==> src/rtl/jstk_spi_responder.sv <==
// SPI mode-0 responder emulating a PmodJSTK: returns a 5-byte joystick report and
// accepts an LED command in the first byte of each 40-bit frame.
`timescale 1ns/1ps
module jstk_spi_responder #(
  parameter int SYNC_STAGES = 2
) (
  input  logic       board_clk,
  input  logic       reset,
  input  logic       sclk,
  input  logic       ss_n,
  input  logic       mosi,
  output logic       miso,
  input  logic [9:0] x_pos,
  input  logic [9:0] y_pos,
  input  logic [2:0] buttons,
  output logic [1:0] led,
  output logic       busy,
  output logic       frame_done,
  output logic       frame_abort
);

  typedef enum logic [1:0] {IDLE = 2'd0, SHIFT = 2'd1, HOLD = 2'd2} state_t;

  logic [SYNC_STAGES-1:0] sclk_sync, ss_sync, mosi_sync;
  logic sclk_d, ss_d;
  logic sclk_s, ss_s, mosi_s;
  logic sclk_rise, sclk_fall, ss_rise, ss_fall;

  state_t      state, state_n;
  logic [39:0] tx, tx_n;
  logic [7:0]  rx, rx_n;
  logic [5:0]  bit_cnt, bit_cnt_n;
  logic        miso_n, done_n, abort_n;
  logic [1:0]  led_n;
  logic [39:0] tx_word;
  logic [7:0]  rx_shift;
  logic [5:0]  cnt_inc;

  // ss_n flops reset high so a reset never fabricates a select edge on its own.
  always_ff @(posedge board_clk or posedge reset) begin
    if (reset) begin
      sclk_sync <= '0;
      ss_sync   <= '1;
      mosi_sync <= '0;
      sclk_d    <= 1'b0;
      ss_d      <= 1'b1;
    end else begin
      sclk_sync <= {sclk_sync[SYNC_STAGES-2:0], sclk};
      ss_sync   <= {ss_sync[SYNC_STAGES-2:0], ss_n};
      mosi_sync <= {mosi_sync[SYNC_STAGES-2:0], mosi};
      sclk_d    <= sclk_sync[SYNC_STAGES-1];
      ss_d      <= ss_sync[SYNC_STAGES-1];
    end
  end

  assign sclk_s    = sclk_sync[SYNC_STAGES-1];
  assign ss_s      = ss_sync[SYNC_STAGES-1];
  assign mosi_s    = mosi_sync[SYNC_STAGES-1];
  assign sclk_rise = sclk_s & ~sclk_d;
  assign sclk_fall = ~sclk_s & sclk_d;
  assign ss_rise   = ss_s & ~ss_d;
  assign ss_fall   = ~ss_s & ss_d;

  assign tx_word  = {x_pos[7:0], 6'b0, x_pos[9:8], y_pos[7:0], 6'b0, y_pos[9:8], 5'b0, buttons};
  assign rx_shift = {rx[6:0], mosi_s};
  assign cnt_inc  = bit_cnt + 6'd1;

  always_comb begin
    state_n   = state;
    tx_n      = tx;
    rx_n      = rx;
    bit_cnt_n = bit_cnt;
    miso_n    = miso;
    led_n     = led;
    done_n    = 1'b0;
    abort_n   = 1'b0;
    case (state)
      IDLE: begin
        miso_n = 1'b0;
        if (ss_fall) begin
          tx_n      = tx_word;
          bit_cnt_n = 6'd0;
          miso_n    = tx_word[39];
          state_n   = SHIFT;
        end
      end
      SHIFT: begin
        // Select release outranks any sclk edge seen in the same cycle.
        if (ss_rise) begin
          state_n = IDLE;
          miso_n  = 1'b0;
          done_n  = (bit_cnt == 6'd40);
          abort_n = (bit_cnt != 6'd40);
        end else if (sclk_rise) begin
          rx_n      = rx_shift;
          bit_cnt_n = cnt_inc;
          if (cnt_inc == 6'd8 && rx_shift[7:2] == 6'b100000)
            led_n = rx_shift[1:0];
          if (cnt_inc == 6'd40) begin
            state_n = HOLD;
            miso_n  = 1'b0;
          end
        end else if (sclk_fall) begin
          tx_n   = {tx[38:0], 1'b0};
          miso_n = tx[38];
        end
      end
      HOLD: begin
        miso_n = 1'b0;
        if (ss_rise) begin
          state_n = IDLE;
          done_n  = (bit_cnt == 6'd40);
          abort_n = (bit_cnt != 6'd40);
        end
      end
      default: begin
        state_n = IDLE;
        miso_n  = 1'b0;
      end
    endcase
  end

  always_ff @(posedge board_clk or posedge reset) begin
    if (reset) begin
      state       <= IDLE;
      tx          <= '0;
      rx          <= '0;
      bit_cnt     <= '0;
      miso        <= 1'b0;
      led         <= 2'b00;
      frame_done  <= 1'b0;
      frame_abort <= 1'b0;
    end else begin
      state       <= state_n;
      tx          <= tx_n;
      rx          <= rx_n;
      bit_cnt     <= bit_cnt_n;
      miso        <= miso_n;
      led         <= led_n;
      frame_done  <= done_n;
      frame_abort <= abort_n;
    end
  end

  assign busy = (state == SHIFT) || (state == HOLD);

endmodule
==> config.mk <==
export PLATFORM = sky130hd
export DESIGN_NAME = jstk_spi_responder
export DESIGN_NICKNAME = d
export VERILOG_FILES = /design/src/rtl/jstk_spi_responder.sv
export SDC_FILE = /design/constraint.sdc
export NUM_CORES = 1
export LEC_CHECK = 0
export BUFFER_PORTS_ARGS = -buffer_cell sky130_fd_sc_hd__buf_2
export CAP_MARGIN = 10
export CORE_MARGIN = 8
export CORE_UTILIZATION = 35
export CTS_CLUSTER_SIZE = 16
export DETAILED_ROUTE_END_ITERATION = 8
export HOLD_SLACK_MARGIN = 0.05
export SYNTH_ARGS = -nofsm -noshare
export SYNTH_HDL_FRONTEND = slang
export SYNTH_SLANG_ARGS = --single-unit
==> constraint.sdc <==
create_clock -name board_clk -period 2.55 [get_ports board_clk]
set_clock_uncertainty 0.15 [all_clocks]
set_input_delay 0.51 -clock board_clk [delete_from_list [all_inputs] [get_ports board_clk]]
set_output_delay 0.51 -clock board_clk [all_outputs]
set_load 0.1 [all_outputs]
# After elaboration in Yosys (flattened, before gate mapping)
# Index checks and enable logic that the tools add are counted.
# Widths: inputs -> output; s select.
# word_totals
word_cells	76
in_bits	28
out_inout_bits	6
register_bits	67
# classes
n_bitwise	9
reduce_logical	11
eq_ne	17
add_sub_neg	1
n_mux	25
# op_table
operator	count
$mux 39	4
$pmux 39 s2	1
$eq 6x6->1 const B	3
$mux 6	3
$ne 2x2->1 const B	6
$pmux 6 s2	1
$reduce_and 4->1	3
$mux 2	5
$mux 1	9
$ne 4x4->1 const B	2
$add 6x1->6 const B	1
$eq 6x4->1 const B	1
$ne 3x3->1 const B	2
$ne 6x6->1 const B	1
$pmux 2 s3	1
$not 1->1	5
$reduce_and 5->1	1
$and 1x1->1	4
$reduce_and 3->1	1
$eq 2x1->1 const B	1
$eq 2x2->1 const B	1
$logic_not 2->1	1
$pmux 1 s2	1
$reduce_and 2->1	1
other kinds (4)	4

# Depth between registers and ports, before layout
# Gate-level depths: netlist of run 1.
# logic_depth
word_depth	6
mapped_depth	8

# Least setup slack after synthesis of run 1
# Ideal clock, no wire load.
# synth_timing
path_kind	reg2out
startpoint	register state[0]
endpoint	output busy
required_ns	1.890
stages_incl_launch_ff	3
arrival_time_ns	1.247
slack_ns	0.643
cell_sequence	dfrtp_1 > inv_1 > ha_1
# synth_between
elab_chain_cells	2
# synth_lines
element	line	text
start: declaration	29	state_t state, state_n;
start signal: assignment	134	state <= state_n;
$eq 2x1->1 or $eq 2x2->1 (tied branches)	145	assign busy = (state == SHIFT) || (state == HOLD);
$logic_or 1x1->1 (*)	145	
end: declaration	17	output logic busy,
# Mark *: on every way between the ends. The rest lies on a longest branch, timed or not.

# Final worst setup path of run 1
# Ends and elaborated chain as after synthesis.

==> out/metrics.yaml, run 1 <==
status: "finished, final reports clean"
overflow: 0
cts_resized: 0
hold_class: "in2async"
ys_seq_area_frac: 0.558
postRouteAntennaNets: 0
diodes: 0
ys.flop_type: "dfrtp_1"
wirelength_um: 5400
p_int_mw: 2.28
critical_path.startpoint_type: "flip-flop"
firstDrtPassIters: 4
hold_viol: 0
top_level_ports: 34
clkTransAtPathRegs_ps: 70
fmax_ghz: 0.460
grt_pass1_vias: 2071
nets: 354
vias_per_cell: 4.66
leakagePower_nw: 1.60
synthesis.nets: 318
r2r_cells: 8
postCtsHoldBufs: 0
power.density_nw_per_um2: 1010
switching_share: 0.353
fin_total_pwr_mw: 3.53
layout_min_cycle_time_ps: 2170
switching_power_mw: 1.24
ys_ff_latch: 67
utilization: 0.407
synth_top_cell_by_area: "dfrtp_1"
synth_most_common_cell: "dfrtp_1"
critical_path_class: "reg2out"
netlist_area_um2: 3010
syn_to_final_growth_pct: 15.6
drtIter0Drc: 103
portBuffers: 33
ir_drop_v: 0.000336
die_area_um2: 11800
synth_common_cells: "dfrtp_1 (64), nor2_1 (31), inv_1 (26), o21ai_0 (25), a21oi_1 (24)"
dp_hpwl_um: 3660
drive_above_1_share: 0.222
wire_per_inst_um: 12.5
grt_max_degree: 79
end_kind: "output pin"
start_util: 0.352
clock_sinks: 67
period_share: 0.852
ctsLongestPathBuffers: 2
max_slew.worst_pin.slew_ps: 494
r2r-end: "tx[27]"
vias: 2014
reg2reg_from: "state[0]"
grt_pass1_wl_um: 9520
yosys-top-cells-area: "dfrtp_1 (53%), mux2i_1 (7.3%), o21ai_0 (4.2%)"
avgSynthCellArea_um2: 10.6
slew_headroom: 0.673
cts_setup_buffers: 0
rsz0062_at_grt: "no"
slew_viol_final: 0
antenna_found_initial: 0
clockPowerShare: 0.235
rows: 34
worstPathArrival_ps: 1510
finalSetupViolCount: 0
grt_use_total: 0.101
cts_buffers: 9
fin_area_um2: 3480
yosysUniqueCellTypes: 38
synth_top_area_frac: 0.532
cts_tree: "yes"
finalSetupTns_ps: 0
synth-edff-count: 0
drv_cap: 0
whs_ps: 97.5
design.core.area_um2: 8550
insertion_delay_ps: 330
htree_levels: 3
reg2reg_setup_slack_ps: 500
worstPathMaxFanout: 3
netlist_instances: 283
cts-root-buf: "clkbuf_8"
combPwrFrac: 0.319
dpl_cell_area_um2: 3300
die_w_um: 109
worstPathRequired_ps: 1890
drc: 0
synth_async_sr_flop_share: 1.00
yosysWarnings: 0
die_y_um: 109
place_congestion: 0.790
power.share.sequential: 0.446
[metal layers]
metal | vias up | global-route usage | part of all wire
met3 | 11 | 0.0236 | 0.044
met4 | 0 | 0.0645 | 0.021
li1 | 1032 | - | -
met2 | 29 | 0.144 | 0.44
met5 | - | 0 | 0
met1 | 942 | 0.135 | 0.49
[logic make-up (layout without fill, tap and decap cells)]
family,Yosys count,in the layout,share of synthesized area
compound gates,56,56,0.108
fa+ha+maj,7,7,0.0291
flops,67,67,0.558
mux,32,32,0.111
simple gates,79,79,0.130
buf+inv,39,80,0.0548
xor+xnor,3,3,0.00873
[worst max-delay path by stage]
stage	from	end	slack (ps)	cells after the start
after floorplan	reset	bit_cnt[0]	210	1
after global placement	state[0]	tx[31]	550	8
after detailed placement	state[0]	tx[17]	510	8
after CTS	state[0]	busy	350	3
after global routing	state[0]	busy	310	3
final	state[0]	busy	380	3
[layout by cell type (no fill, tap or decap), types with 3 or more instances in the layout]
| cell type | synthesis | layout |
|---|---|---|
| nand3_1 | 19 | 19 |
| ha_1 | 7 | 6 |
| o21ai_0 | 25 | 25 |
| nand2_1 | 12 | 12 |
| dfrtp_1 | 64 | 64 |
| clkinv_2 | 0 | 3 |
| inv_1 | 26 | 25 |
| clkbuf_8 | 0 | 9 |
| buf_4 | 3 | 4 |
| nor2_1 | 31 | 31 |
| mux2i_1 | 22 | 22 |
| dfstp_2 | 3 | 3 |
| mux2_2 | 8 | 8 |
| buf_2 | 6 | 33 |
| a21oi_1 | 24 | 24 |
[registers in the layout (all words and copies together), names as in the netlist]
name         count
ss_sync          2
mosi_sync        2
tx              39
sclk_d           1
rx               7
ss_d             1
sclk_sync        2
frame_abort      1
frame_done       1
bit_cnt          6
miso             1
state            2
led              2
[metrics by stage]
stage / setup WS (ps) / instances
floorplan: 212 / 283
global placement: 546 / 416
detailed placement: 510 / 416
CTS: 353 / 432
global route: 307 / 432
finish: 376 / 432
[area by class of cell]
class	count	area (µm²)
clock buffers	11	131
clock inverters	5	53.8
fillers	845	5070
inverters	26	97.6
multi-input cells	177	1170
flip-flops and latches	67	1680
well taps	108	135
repair buffers	38	215
[worst max-delay path, cell delays in order, from the launching register on]
cell and delay [ps]:
dfrtp_1 370, inv_1 80, ha_1 310, buf_2 440
[power by group through the flow]
stage | clock network [mW] | registers, mW | logic [mW]
6_report | 0.827 | 1.57 | 1.12
5_1_grt | 0.913 | 1.62 | 1.27
4_1_cts | 0.865 | 1.58 | 1.14
3_5_place_dp | 0 | 1.60 | 1.14
3_3_place_gp | 0 | 1.59 | 1.11
2_1_floorplan | 0 | 1.62 | 0.879
No activity file was read; power rests on OpenSTA's default activity.
==> run 2: changes to the inputs <==
ABC_AREA = 1   (was default)
CORE_MARGIN = 2   (was 8)
CTS_CLUSTER_SIZE = 20   (was 16)
==> out/metrics.yaml, run 2 <==
yosysUniqueCellTypes: 27
antenna_found_initial: 0
die_w_um: 97.0
ys.flop_type: "dfrtp_1"
netlist_area_um2: 3030
largest_register: "tx"
drtIter0Drc: 144
period_share: 0.856
synth_common_cells: "nand2_1 (100), dfrtp_1 (64), o21ai_0 (33), nor2_1 (28), nand3_1 (26)"
synth.area.mux_share: 0
critical_path_class: "reg2out"
yosys-top-cells-area: "dfrtp_1 (53%), nand2_1 (12%), o21ai_0 (5.5%)"
firstDrtPassIters: 4
die_y_um: 97.0
clkTransAtPathRegs_ps: 70
hold_viol: 0
slew_headroom: 0.670
finalSetupViolCount: 0
wirelength_um: 5790
ys_seq_area_frac: 0.555
synth_top_family_by_area: "simple AND/OR/NAND/NOR gates"
status: "finished, final reports clean"
path_cells: "inv_1 -> ha_1 -> buf_2"
slew_viol_final: 0
synth-edff-count: 0
die_area_um2: 9410
synth_top_cell_by_area: "dfrtp_1"
cts_tree: "yes"
synth-simple-area-share: 0.236
start_util: 0.365
clock_sinks: 67
worstPathMaxFanout: 3
cp_slowest_stage_delay_ps: 430
fillCellCount: 828
ir_drop_v: 0.000491
nets: 410
synth_most_common_cell: "nand2_1"
final_common_cell: "nand2_1"
dpl_cell_area_um2: 3290
fmax_ghz: 0.458
critical_path.startpoint_type: "flip-flop"
netlist_instances: 342
path_buf_inv: 2
synth_top_area_frac: 0.529
grt_max_degree: 61
layout_common_cells: "nand2_1 (100), dfrtp_1 (64), o21ai_0 (33), buf_2 (33), nor2_1 (28)"
synth-xor-area-share: 0
grt_pass1_wl_um: 10400
grt_use_total: 0.136
drc: 0
htree_levels: 3
max_slew.worst_pin.slew_ps: 495
yosysWarnings: 0
place_congestion: 0.748
portBuffers: 33
dp_hpwl_um: 3740
synthesis.nets: 377
leakagePower_nw: 1.72
top_regs: "tx (39), rx (7), bit_cnt (6)"
power.density_nw_per_um2: 1130
critical_path.top_delay_family: "buffers and inverters"
largest_register_ffs: 39
synth-compound-area-share: 0.118
cts_buffers: 9
fin_area_um2: 3490
layout_min_cycle_time_ps: 2180
vias: 2338
insertion_delay_ps: 350
rows: 33
diodes: 0
drive_above_1_share: 0.182
rsz0062_at_grt: "no"
syn_to_final_growth_pct: 15.5
synth_async_sr_flop_share: 1.00
design.core.area_um2: 8300
utilization: 0.421
critPathSlowestCell: "buf_2"
finalSetupTns_ps: 0
end_kind: "output pin"
ctsLongestPathBuffers: 2
avgSynthCellArea_um2: 8.85
synthAdderAreaFrac: 0.0289
postRouteAntennaNets: 0
worstPathRequired_ps: 1890
ys_ff_latch: 67
grt_pass1_vias: 2267
vias_per_cell: 4.82
wire_per_inst_um: 11.9
cts-root-buf: "clkbuf_8"
worstPathArrival_ps: 1520
hold_class: "in2reg"
overflow: 0
top_level_ports: 34
cts_resized: 0
whs_ps: 111
drv_cap: 0
-- run 2: cell types whose count changed after synthesis, moves of 3 or more --
| cell | change |
|---|---|
| mux2i_1 | -22 |
| a31oi_1 | +21 |
| a21oi_1 | -24 |
| nand3_1 | +7 |
| o21ai_0 | +8 |
| nand2_1 | +88 |
| o21ai_1 | +5 |
| mux2_2 | -8 |
| nor2_1 | -3 |
| inv_1 | -4 |
-- run 2: what timing repair did --
item | in CTS | in global routing
hold endpoints to repair | 12 | 0
setup buffers | 0 | 0
hold buffers | 1 | 0
-- run 2: final timing paths --
kind	from	end	slack (ps)	cells past startpoint
max	state[0]	busy	370	3
min	ss_n	ss_sync[0]	110	1
max reg2reg	state[1]	tx[38]	550	8
min reg2reg	mosi_sync[0]	mosi_sync[1]	200	0
max in group asynchronous	reset	ss_sync[0]	1000	4
min in group asynchronous	reset	mosi_sync[0]	580	3
-- run 2: final cells by class --
| class | instances | area [µm²] | share of cell area |
|---|---|---|---|
| repair buffers | 39 | 238 | 0.0680 |
| well taps | 105 | 131 | 0.0376 |
| clock inverters | 5 | 52.6 | 0.0150 |
| flip-flops and latches | 67 | 1680 | 0.481 |
| inverters | 24 | 92.6 | 0.0265 |
| multi-input cells | 234 | 1160 | 0.332 |
| clock buffers | 11 | 141 | 0.0405 |
-- run 2: logic make-up (layout without fill, tap and decap cells) --
logic type	count (synthesis)	after routing
fa+ha+maj	7	7
compound gates	62	62
flops	67	67
simple gates	165	165
buf+inv	41	79
-- run 2: routing by layer --
metal,wire [µm],GRT usage,vias up,part of all wire
li1,-,-,1183,-
met1,2970,0.185,1098,0.51
met2,2490,0.204,46,0.43
met3,235,0.0383,11,0.041
met4,104,0.0585,0,0.018
met5,0,0,-,0
-- run 2: report_power, final --
part / total, mW / leakage [nW] / internal [mW] / switching [mW]
Sequential: 1.53 / 0.840 / 1.37 / 0.159
Combinational: 1.55 / 0.785 / 0.470 / 1.08
Clock: 0.875 / 0.0991 / 0.473 / 0.402
-- run 2: per-stage QoR --
step / cells / setup slack [ps] / power (mW)
after floorplan: 342 / 212 / 2.81
after global placement: 468 / 615 / 3.07
after detailed placement: 468 / 545 / 3.11
after CTS: 485 / 336 / 4.00
after global routing: 485 / 290 / 4.29
final: 485 / 367 / 3.96
==> run 3: changes to the inputs <==
ABC_AREA = default   (was 1)
CTS_BUF_LIST = sky130_fd_sc_hd__clkbuf_2   (was default)
==> out/metrics.yaml, run 3 (synthesis results as in run 1) <==
top_level_ports: 34
worstPathRequired_ps: 1890
fmax_ghz: 0.417
wirelength_um: 5150
antenna_found_initial: 0
utilization: 0.416
power.density_nw_per_um2: 957
max_slew.worst_pin.slew_ps: 524
diodes: 0
cp.depth: 3
die_area_um2: 9360
ir_drop_v: 0.000335
drc: 0
path_cells: "inv_1 -> ha_1 -> buf_2"
setup_slack_ps: 153
worstPathArrival_ps: 1740
critical_path.top_delay_family: "buffers and inverters"
leakagePower_nw: 1.58
critical_path.startpoint_type: "flip-flop"
finalSetupViolCount: 0
drv_cap: 0
insertion_delay_ps: 490
syn_to_final_growth_pct: 14.6
status: "finished, final reports clean"
critPathSlowestCell: "dfrtp_1"
cp_slowest_stage_delay_ps: 430
drtIter0Drc: 71
portBuffers: 33
largest_register: "tx"
clkTransAtPathRegs_ps: 190
rsz0062_at_grt: "no"
wire_per_inst_um: 11.9
grt_pass1_vias: 2037
grt_pass1_wl_um: 9120
vias_per_cell: 4.68
worstPathMaxFanout: 3
layout_common_cells: "dfrtp_1 (64), buf_2 (33), nor2_1 (31)"
hold_class: "in2reg"
hold_viol: 0
postRouteAntennaNets: 0
path_buf_inv: 2
final_common_cell: "dfrtp_1"
whs_path_depth: 3
rows: 33
largest_register_ffs: 39
die_w_um: 96.8
end_kind: "output pin"
critical_path_class: "reg2out"
fin_area_um2: 3450
design.core.area_um2: 8300
period_share: 0.940
dpl_cell_area_um2: 3300
preCtsSetupSlack_ps: 521
layout_min_cycle_time_ps: 2400
r2r_cells: 8
vias: 2021
cts_tree: "yes"
overflow: 0
place_congestion: 0.800
grt_max_degree: 79
fillCellCount: 785
fin_total_pwr_mw: 3.30
die_y_um: 96.8
top_regs: "tx (39), rx (7), bit_cnt (6)"
drive_above_1_share: 0.220
firstDrtPassIters: 5
cts-root-buf: "clkbuf_2"
grt_use_total: 0.118
cts_buffers: 9
clock_sinks: 67
slew_headroom: 0.651
start_util: 0.363
dp_hpwl_um: 3460
htree_levels: 3
nets: 357
finalSetupTns_ps: 0
slew_viol_final: 0
ctsLongestPathBuffers: 2
==> run 3: changes by cell type in the layout (fill, tap and decap cells not counted), moves of 5 or more <==
cell and delta:
clkbuf_8 -10, a21oi_1 +24, o21ai_1 -5, o21ai_0 -8
nand3_1 -7, nand2_1 -88, clkbuf_2 +9, mux2_2 +8
a31oi_1 -21, mux2i_1 +22
==> run 3: worst register-to-register path, stage by stage, from the launching register on <==
cell and delay (ps):
dfrtp_1 430, inv_1 80, ha_1 260, a21boi_2 160, nor2_1 90, o32ai_4 290
buf_12 300, nand3_1 140, o21ai_0 110
==> run 3: timing repair <==
action / 4_1_cts / 5_1_grt
hold buffers: 4 / 0
endpoints found under the hold margin: 23 / 0
setup buffers: 0 / 0
resized for setup: 0 / 0
==> run 3: through the flow <==
| step | instances | hold slack (ps) |
|---|---|---|
| floorplan | 283 | 181 |
| global placement | 412 | 184 |
| detailed placement | 412 | 186 |
| CTS | 432 | 84.1 |
| global route | 432 | 88.5 |
| finish | 432 | 113 |
==> run 3: per-layer routing <==
| layer | GRT usage | vias up | wire length, µm |
|---|---|---|---|
| met5 | 0 | - | 0 |
| met2 | 0.181 | 38 | 2310 |
| met3 | 0.0347 | 8 | 204 |
| met4 | 0.0488 | 0 | 91 |
| met1 | 0.155 | 940 | 2540 |
| li1 | - | 1035 | - |
==> run 3: area by class of cell <==
type,count,area [µm²],area share
clock inverter,7,67.6,0.0196
tap,105,131,0.0381
inverter,26,97.6,0.0283
multi-input combinational,177,1170,0.339
sequential,67,1680,0.487
timing repair buffer,41,260,0.0754
clock buffer,9,45.0,0.0131
==> run 3: where the power goes <==
group | internal [mW] | switching (mW) | total [mW]
Sequential | 1.38 | 0.186 | 1.57
Clock | 0.223 | 0.389 | 0.612
Combinational | 0.446 | 0.677 | 1.12
Total | 2.05 | 1.25 | 3.30
==> run 3: worst paths after layout <==
check | from | endpoint | slack, ps
worst min register to register | ss_sync[0] | ss_sync[1] | 220
min in group asynchronous | reset | tx[17] | 400
worst min-delay path | buttons[0] | tx[0] | 110
worst max-delay path | state[1] | busy | 150
worst max register to register | state[1] | tx[7] | 490
max in group asynchronous | reset | ss_d | 1200
